File: src/rtl/qam_symbol_scheduler.sv
// Symbol-rate read controller: primes on FIFO level, pops one 16-bit word per four
// symbol periods and emits it LS nibble first, with underrun stats and XON/XOFF.
module qam_symbol_scheduler #(
  parameter int SYM_PERIOD  = 25000,
  parameter int PERIOD_W    = 19,
  parameter int START_LEVEL = 64,
  parameter int XOFF_LEVEL  = 7168,
  parameter int XON_LEVEL   = 4096
) (
  input  logic        ipClk,
  input  logic        ipReset,
  input  logic        ipEnable,
  input  logic        ipClearStats,
  input  logic [15:0] ipFifoData,
  input  logic        ipFifoEmpty,
  input  logic [12:0] ipFifoCount,
  output logic        opFifoRdEn,
  output logic [3:0]  opSymbol,
  output logic        opSymbolValid,
  output logic        opUnderrun,
  output logic [15:0] opUnderrunCount,
  output logic        opFlowStop,
  output logic [1:0]  opState
);

  typedef enum logic [1:0] {IDLE = 2'd0, PRIME = 2'd1, RUN = 2'd2} state_e;

  localparam logic [PERIOD_W-1:0] LAST    = PERIOD_W'(SYM_PERIOD - 1);
  localparam logic [12:0]         START_C = 13'(START_LEVEL);
  localparam logic [12:0]         XOFF_C  = 13'(XOFF_LEVEL);
  localparam logic [12:0]         XON_C   = 13'(XON_LEVEL);

  state_e              state_q, state_d;
  logic [PERIOD_W-1:0] cnt_q, cnt_d;
  logic [1:0]          nib_q, nib_d;
  logic [15:0]         hold_q, hold_d;
  logic [3:0]          sym_q, sym_d;
  logic                vld_q, vld_d;
  logic                rden_q, rden_d;
  logic                und_q, und_d;
  logic [15:0]         ucnt_q, ucnt_d;
  logic                flow_q, flow_d;
  logic                tick;

  assign tick = (cnt_q == LAST);

  always_ff @(posedge ipClk or negedge ipReset) begin
    if (!ipReset) begin
      state_q <= IDLE;
      cnt_q   <= '0;
      nib_q   <= '0;
      hold_q  <= '0;
      sym_q   <= '0;
      vld_q   <= 1'b0;
      rden_q  <= 1'b0;
      und_q   <= 1'b0;
      ucnt_q  <= '0;
      flow_q  <= 1'b0;
    end else begin
      state_q <= state_d;
      cnt_q   <= cnt_d;
      nib_q   <= nib_d;
      hold_q  <= hold_d;
      sym_q   <= sym_d;
      vld_q   <= vld_d;
      rden_q  <= rden_d;
      und_q   <= und_d;
      ucnt_q  <= ucnt_d;
      flow_q  <= flow_d;
    end
  end

  always_comb begin
    state_d = state_q;
    cnt_d   = cnt_q;
    nib_d   = nib_q;
    hold_d  = hold_q;
    sym_d   = sym_q;
    vld_d   = 1'b0;
    rden_d  = 1'b0;
    und_d   = 1'b0;
    ucnt_d  = ucnt_q;

    flow_d = flow_q;
    if (ipFifoCount >= XOFF_C)     flow_d = 1'b1;
    else if (ipFifoCount <= XON_C) flow_d = 1'b0;

    case (state_q)
      IDLE: if (ipEnable) state_d = PRIME;
      PRIME: begin
        if (!ipEnable) state_d = IDLE;
        else if (ipFifoCount >= START_C && !ipFifoEmpty) begin
          state_d = RUN;
          cnt_d   = '0;
          nib_d   = '0;
        end
      end
      RUN: begin
        // Disable only takes effect on a word boundary so words are never split.
        if (!ipEnable && nib_q == 2'd0) begin
          state_d = IDLE;
          cnt_d   = '0;
        end else begin
          cnt_d = tick ? '0 : cnt_q + 1'b1;
          if (tick) begin
            if (nib_q != 2'd0) begin
              sym_d = hold_q[{nib_q, 2'b00} +: 4];
              vld_d = 1'b1;
              nib_d = nib_q + 2'd1;
            end else if (ipFifoEmpty) begin
              und_d   = 1'b1;
              state_d = PRIME;
              if (ucnt_q != 16'hFFFF) ucnt_d = ucnt_q + 1'b1;
            end else begin
              hold_d = ipFifoData;
              sym_d  = ipFifoData[3:0];
              vld_d  = 1'b1;
              rden_d = 1'b1;
              nib_d  = 2'd1;
            end
          end
        end
      end
      default: state_d = IDLE;
    endcase

    if (ipClearStats) ucnt_d = '0;
  end

  assign opFifoRdEn      = rden_q;
  assign opSymbol        = sym_q;
  assign opSymbolValid   = vld_q;
  assign opUnderrun      = und_q;
  assign opUnderrunCount = ucnt_q;
  assign opFlowStop      = flow_q;
  assign opState         = state_q;

endmodule

File: config.mk
export PLATFORM = sky130hd
export DESIGN_NAME = qam_symbol_scheduler
export DESIGN_NICKNAME = d
export VERILOG_FILES = /design/src/rtl/qam_symbol_scheduler.sv
export SDC_FILE = /design/constraint.sdc
export NUM_CORES = 1
export LEC_CHECK = 0
export CAP_MARGIN = 5
export CORE_MARGIN = 1.5
export CORE_UTILIZATION = 50
export CTS_CLUSTER_SIZE = 14
export DETAILED_ROUTE_END_ITERATION = 10
export GPL_ROUTABILITY_DRIVEN = 0
export PLACE_DENSITY = 0.76
export REMOVE_ABC_BUFFERS = 1
export SYNTH_ARGS = -nofsm -noshare
export SYNTH_HDL_FRONTEND = slang
export SYNTH_SLANG_ARGS = --single-unit
File: constraint.sdc
create_clock -name ipClk -period 5.8 [get_ports ipClk]
set_input_delay 1.74 -clock ipClk [delete_from_list [all_inputs] [get_ports ipClk]]
set_output_delay 1.74 -clock ipClk [all_outputs]
set_load 0.05 [all_outputs]
# After elaboration in Yosys (flattened, before gate mapping)
# Index checks and enable logic that the tools add are counted.
[totals] register_bits=63 elab_cells=101 input_bits=34 out_inout_bits=26
[op_classes] addsub=3 n_lt_le_gt_ge=3 n_reduce_logical=19 n_shift=1 n_mux=45 bitwise=3 n_eq_ne=17
[ops] cell="$mux 16" count=7
[ops] cell="$mux 19" count=4
[ops] cell="$pmux 19 s2" count=1
[ops] cell="$mux 2" count=13
[ops] cell="$add 19x1->19 const B" count=1
[ops] cell="$eq 19x15->1 const B" count=1
[ops] cell="$add 16x1->16 const B" count=1
[ops] cell="$mux 1" count=16
[ops] cell="$ne 16x16->1 const B" count=1
[ops] cell="$shiftx 16x5->4" count=1
[ops] cell="$ne 3x3->1 const B" count=5
[ops] cell="$ne 2x2->1 const B" count=7
[ops] cell="$reduce_bool 2->1" count=7
[ops] cell="$ge 13x13->1 const B" count=1
[ops] cell="$ge 13x7->1 const B" count=1
[ops] cell="$le 13x13->1 const B" count=1
[ops] cell="$reduce_and 6->1" count=2
[ops] cell="$reduce_and 5->1" count=2
[ops] cell="$mux 4" count=2
[ops] cell="$pmux 2 s3" count=1
[ops] cell="$logic_not 2->1" count=2
[ops] cell="$pmux 2 s2" count=1
[ops] cell="$reduce_and 4->1" count=1
[ops] cell="$not 1->1" count=3
[ops] cell="other kinds (7)" count=9

# Depth between registers and ports, before layout
[depth] ltp_word=8 depth_mapped=10 mapped_depth_nobuf=7

# Worst setup path before layout
# OpenSTA, ideal clock, no wires.
[synth_path] kind="input to register" start="input port ipFifoEmpty" end="register ucnt_q[12], in the netlist opUnderrunCount[12]" stages=6 setup_ns=0.128 t_required_ns=5.672 arrival_time_ns=3.205 n_path_buf=1 setup_slack_ns=2.468 path_cell_list="clkbuf_1 > inv_1 > nor4_2 > o211ai_2 > nor4_1 > mux2_1"
[synth_between] elab_chain_cells=2
[synth_rtl] element="from (decl)" line="15" text="input logic ipFifoEmpty,"
[synth_rtl] element="$reduce_bool 2->1 (no line)"
[synth_rtl] element="$reduce_and 6->1 (no line)"
[synth_rtl] element="to (signal assigned)" line="68" text="ucnt_q <= ucnt_d;"
[synth_rtl] element="to (decl)" line="41" text="logic [15:0] ucnt_q, ucnt_d;"
# No other way between the ends.
# A chain may end at the register's enable or synchronous reset.

# Worst setup path after layout
[layout_path] start="input port ipFifoCount[7]" end="register cnt_q[11]"
[layout_between] elab_chain_cells=4
[layout_rtl] element="from (decl)" line="16" text="input logic [12:0] ipFifoCount,"
[layout_rtl] element="$ge 13x7->1" line="92" text="else if (ipFifoCount >= START_C && !ipFifoEmpty) begin"
[layout_rtl] element="$logic_and 1x1->1" line="92"
[layout_rtl] element="$ne 2x2->1 (no line)"
[layout_rtl] element="$reduce_and 3->1 (no line)"
[layout_rtl] element="to (signal assigned)" line="61" text="cnt_q <= cnt_d;"
[layout_rtl] element="to (decl)" line="34" text="logic [PERIOD_W-1:0] cnt_q, cnt_d;"
# No other way between the ends.

==> results.py <==
metrics = {
    "run_status": {
        "status": "complete, no violations",
    },
    "logic_synthesis": {
        "synth.cell_area_um2": 3456,
        "synth_top_area_share_pct": 45.62,
        "yosys-top-cells-count": "dfrtp_1 (63), nand2_1 (31), a21oi_1 (28)",
        "yosys_warnings": 0,
        "syn_area_per_cell_um2": 9.959,
        "yosysUniqueCellTypes": 48,
        "yosysTopAreaCell": "dfrtp_1",
        "ys_seq_elements": 63,
        "synthSimpleGateAreaFrac_pct": 24.00,
        "synth.most_common_cell": "dfrtp_1",
        "synth_top_family_by_area": "simple AND/OR/NAND/NOR gates",
        "synth_edf_count": 0,
        "synthMuxAreaShare_pct": 13.47,
        "ys.flop_type": "dfrtp_1",
        "synth_compound_area_share_pct": 11.44,
        "synth.area.top_cells": "dfrtp_1 (46%), mux2_2 (5.2%), mux2i_1 (4.3%)",
        "synth_xor_area_share_pct": 0.2534,
        "ys_seq_area_share_pct": 45.62,
        "syn_inst": 347,
        "synth-async-reset-ratio_pct": 100.0,
        "synthAdderAreaFrac_pct": 1.448,
    },
    "power_and_ir_drop": {
        "clock_power_share_pct": 37.4,
        "p_leak_nw": 1.777,
        "irDropWorstVdd_uv": 181.9,
        "power.internal_mw": 0.6882,
        "p_per_area_nw_per_um2": 229.8,
        "p_comb_share_pct": 11.3,
        "switching_share_pct": 29.97,
        "p_switching_mw": 0.2945,
        "pwr-share-seq_pct": 51.3,
    },
    "placement": {
        "dp_hpwl_um": 5359,
        "dp_cells": 472,
        "dp_slack_ns": 1.466,
        "io_buffers": 59,
    },
    "sta": {
        "slew_viol_final": 0,
        "finalClockSkew_ns": 0.009356,
        "finalCriticalPeriod_ns": 3.972,
        "finalHoldViolCount": 0,
        "max_freq_ghz": 0.2518,
        "fin_crit_sh_pct": 68.48,
        "setup_tns_ns": 0,
        "rsz0062_at_grt": "no",
        "slew_headroom_pct": 16.66,
        "worst_slew_pin_slew_ns": 1.246,
        "fin_ws_ns": 1.828,
        "setup_violations": 0,
    },
    "floorplan": {
        "start_util_pct": 51.43,
        "die_y_um": 86.14,
        "dieArea_um2": 7419,
        "core_um2": 6719,
        "die_w_um": 86.14,
        "rows": 30,
        "num_io_pins": 60,
    },
    "clocking": {
        "htreeDepth": 3,
        "clock_sinks": 63,
        "clkTransAtPathRegs_ns": 0.08,
        "cts_resized": 0,
        "ctsHoldBuffers": 0,
        "cts_setup_buffers": 0,
        "root_buffer": "clkbuf_8",
        "cts_buffers": 9,
        "insertion_delay_ns": 0.36,
        "tritoncts": "yes",
        "cts_buffer_depth": 2,
    },
    "grt": {
        "grt_pass1_vias": 2874,
        "grt_pass1_wl_um": 13280,
        "gr-usage-all-layers_pct": 22.61,
        "antenna_found_initial": 0,
        "grt_max_degree": 64,
        "overflow": 0,
    },
    "route": {
        "first_iter_violations": 113,
        "wire_per_inst_um": 15.74,
        "vias": 2890,
        "viasPerCell": 5.910,
        "totalWireLength_um": 7698,
        "firstDrtPassIters": 4,
        "drcViolationCount": 0,
        "ant_nets": 0,
    },
    "cells_and_area": {
        "drive_above_1_share_pct": 12.22,
        "stdcell_count": 489,
        "num-nets-final": 442,
        "fillers": 560,
        "post-route-util_pct": 63.65,
        "area_growth_pct": 23.75,
        "insertedDiodeCount": 0,
    },
    "worst_setup_path": {
        "worstPathMaxFanout": 18,
        "start_kind": "primary input",
        "cp_slowest_stage_delay_ns": 0.98,
        "r2r.worst_path.cells": 7,
        "crit_slowest_cell": "nor2_1",
        "critPathKind": "in -> reg",
        "end_kind": "flip-flop",
        "cp.required_ns": 6.08,
        "cp_cell_sequence": "clkdlybuf4s50_1 > nor4_1 > a21oi_1 > nor2_1 > inv_1 > a31oi_1",
        "crit_arrival_ns": 4.25,
    },
    "min_path": {
        "holdCritPathClass": "reg -> reg",
        "min_path_cells": 2,
    },
    "run": {
        "drv_cap": 0,
    },
}
[power groups by stage]
stage | logic (mW) | clock network, mW | registers, mW
after detailed placement | 0.113 | 0 | 0.513
after CTS | 0.113 | 0.376 | 0.504
after floorplan | 0.0656 | 0 | 0.501
final | 0.111 | 0.368 | 0.504
after global placement | 0.108 | 0 | 0.510
after global routing | 0.124 | 0.393 | 0.509
[per-layer routing]
layer / wire length [um] / track usage, % / vias to the layer above
met4: 120 / 9.238 / 0
met5: 0 / 0 / -
met2: 3807 / 38.37 / 51
met3: 252 / 3.754 / 11
li1: - / - / 1405
met1: 3518 / 28.83 / 1423
[sequential cells by signal, summed over array words and instances, names as in the netlist]
name	cells
cnt_q	19
hold_q	16
nib_q	2
opFifoRdEn	1
opFlowStop	1
opState	2
opSymbol	4
opSymbolValid	1
opUnderrun	1
opUnderrunCount	16
[cell families after synthesis]
logic type / count (synthesis)
AO/OA/AOI/OAI: 66
XOR/XNOR: 1
adder cells (fa/ha/maj): 4
buffers and inverters: 28
flip-flops: 63
multiplexers: 39
AND/OR/NAND/NOR: 146
[through the flow]
step           total power, mW  hold WS (ns)  area (um^2)
2_1_floorplan           0.5666        0.4524         3371
3_3_place_gp            0.6188        0.4648         4075
3_5_place_dp            0.6252        0.4733         4075
4_1_cts                 0.9930        0.4945         4262
5_1_grt                  1.025        0.5252         4277
6_report                0.9827        0.4891         4277
[worst max-delay path, delay by kind of cell]
kind | cells | cell delay, ns
buf+inv | 2 | 0.55
compound gates | 2 | 0.46
simple gates | 2 | 1.48
[layout make-up]
class / instances / area [um^2] / area share, %
Inverter: 12 / 45.04 / 1.053
Tap cell: 80 / 100.1 / 2.341
Multi-Input combinational cell: 256 / 1753 / 40.99
Timing Repair Buffer: 62 / 615.6 / 14.39
Clock inverter: 7 / 62.56 / 1.463
Clock buffer: 9 / 123.9 / 2.896
Sequential cell: 63 / 1577 / 36.86
[final timing paths]
path                                         start                               to  slack, ns
hold reg to reg            opSymbol[2]$_DFFE_PN0P_          opSymbol[2]$_DFFE_PN0P_       0.49
min in group asynchronous                  ipReset           opFlowStop$_DFFE_PN0P_       1.53
setup / recovery                    ipFifoCount[7]            cnt_q[11]$_DFFE_PN0P_       1.83
max in group asynchronous                  ipReset             cnt_q[1]$_DFFE_PN0P_       3.73
hold / removal             opSymbol[2]$_DFFE_PN0P_          opSymbol[2]$_DFFE_PN0P_       0.49
setup reg to reg              nib_q[0]$_DFFE_PN0P_  opUnderrunCount[12]$_DFFE_PN0P_       2.88
[layout by cell type, fill, tap and decap left out, types with 6 or more instances in the layout]
cell type | synthesis | layout
o21ai_0 | 19 | 19
nor4_1 | 7 | 7
nand3_1 | 23 | 23
mux2_2 | 16 | 16
nand4_1 | 11 | 11
clkbuf_8 | 0 | 9
clkdlybuf4s50_1 | 0 | 58
or3_1 | 11 | 11
nor2_1 | 23 | 23
inv_1 | 12 | 12
nor2b_1 | 6 | 6
dfrtp_1 | 63 | 63
mux2i_1 | 15 | 15
nor3_1 | 8 | 8
nand2_1 | 31 | 31
a21oi_1 | 28 | 28
No activity file was read; power rests on OpenSTA's default activity.
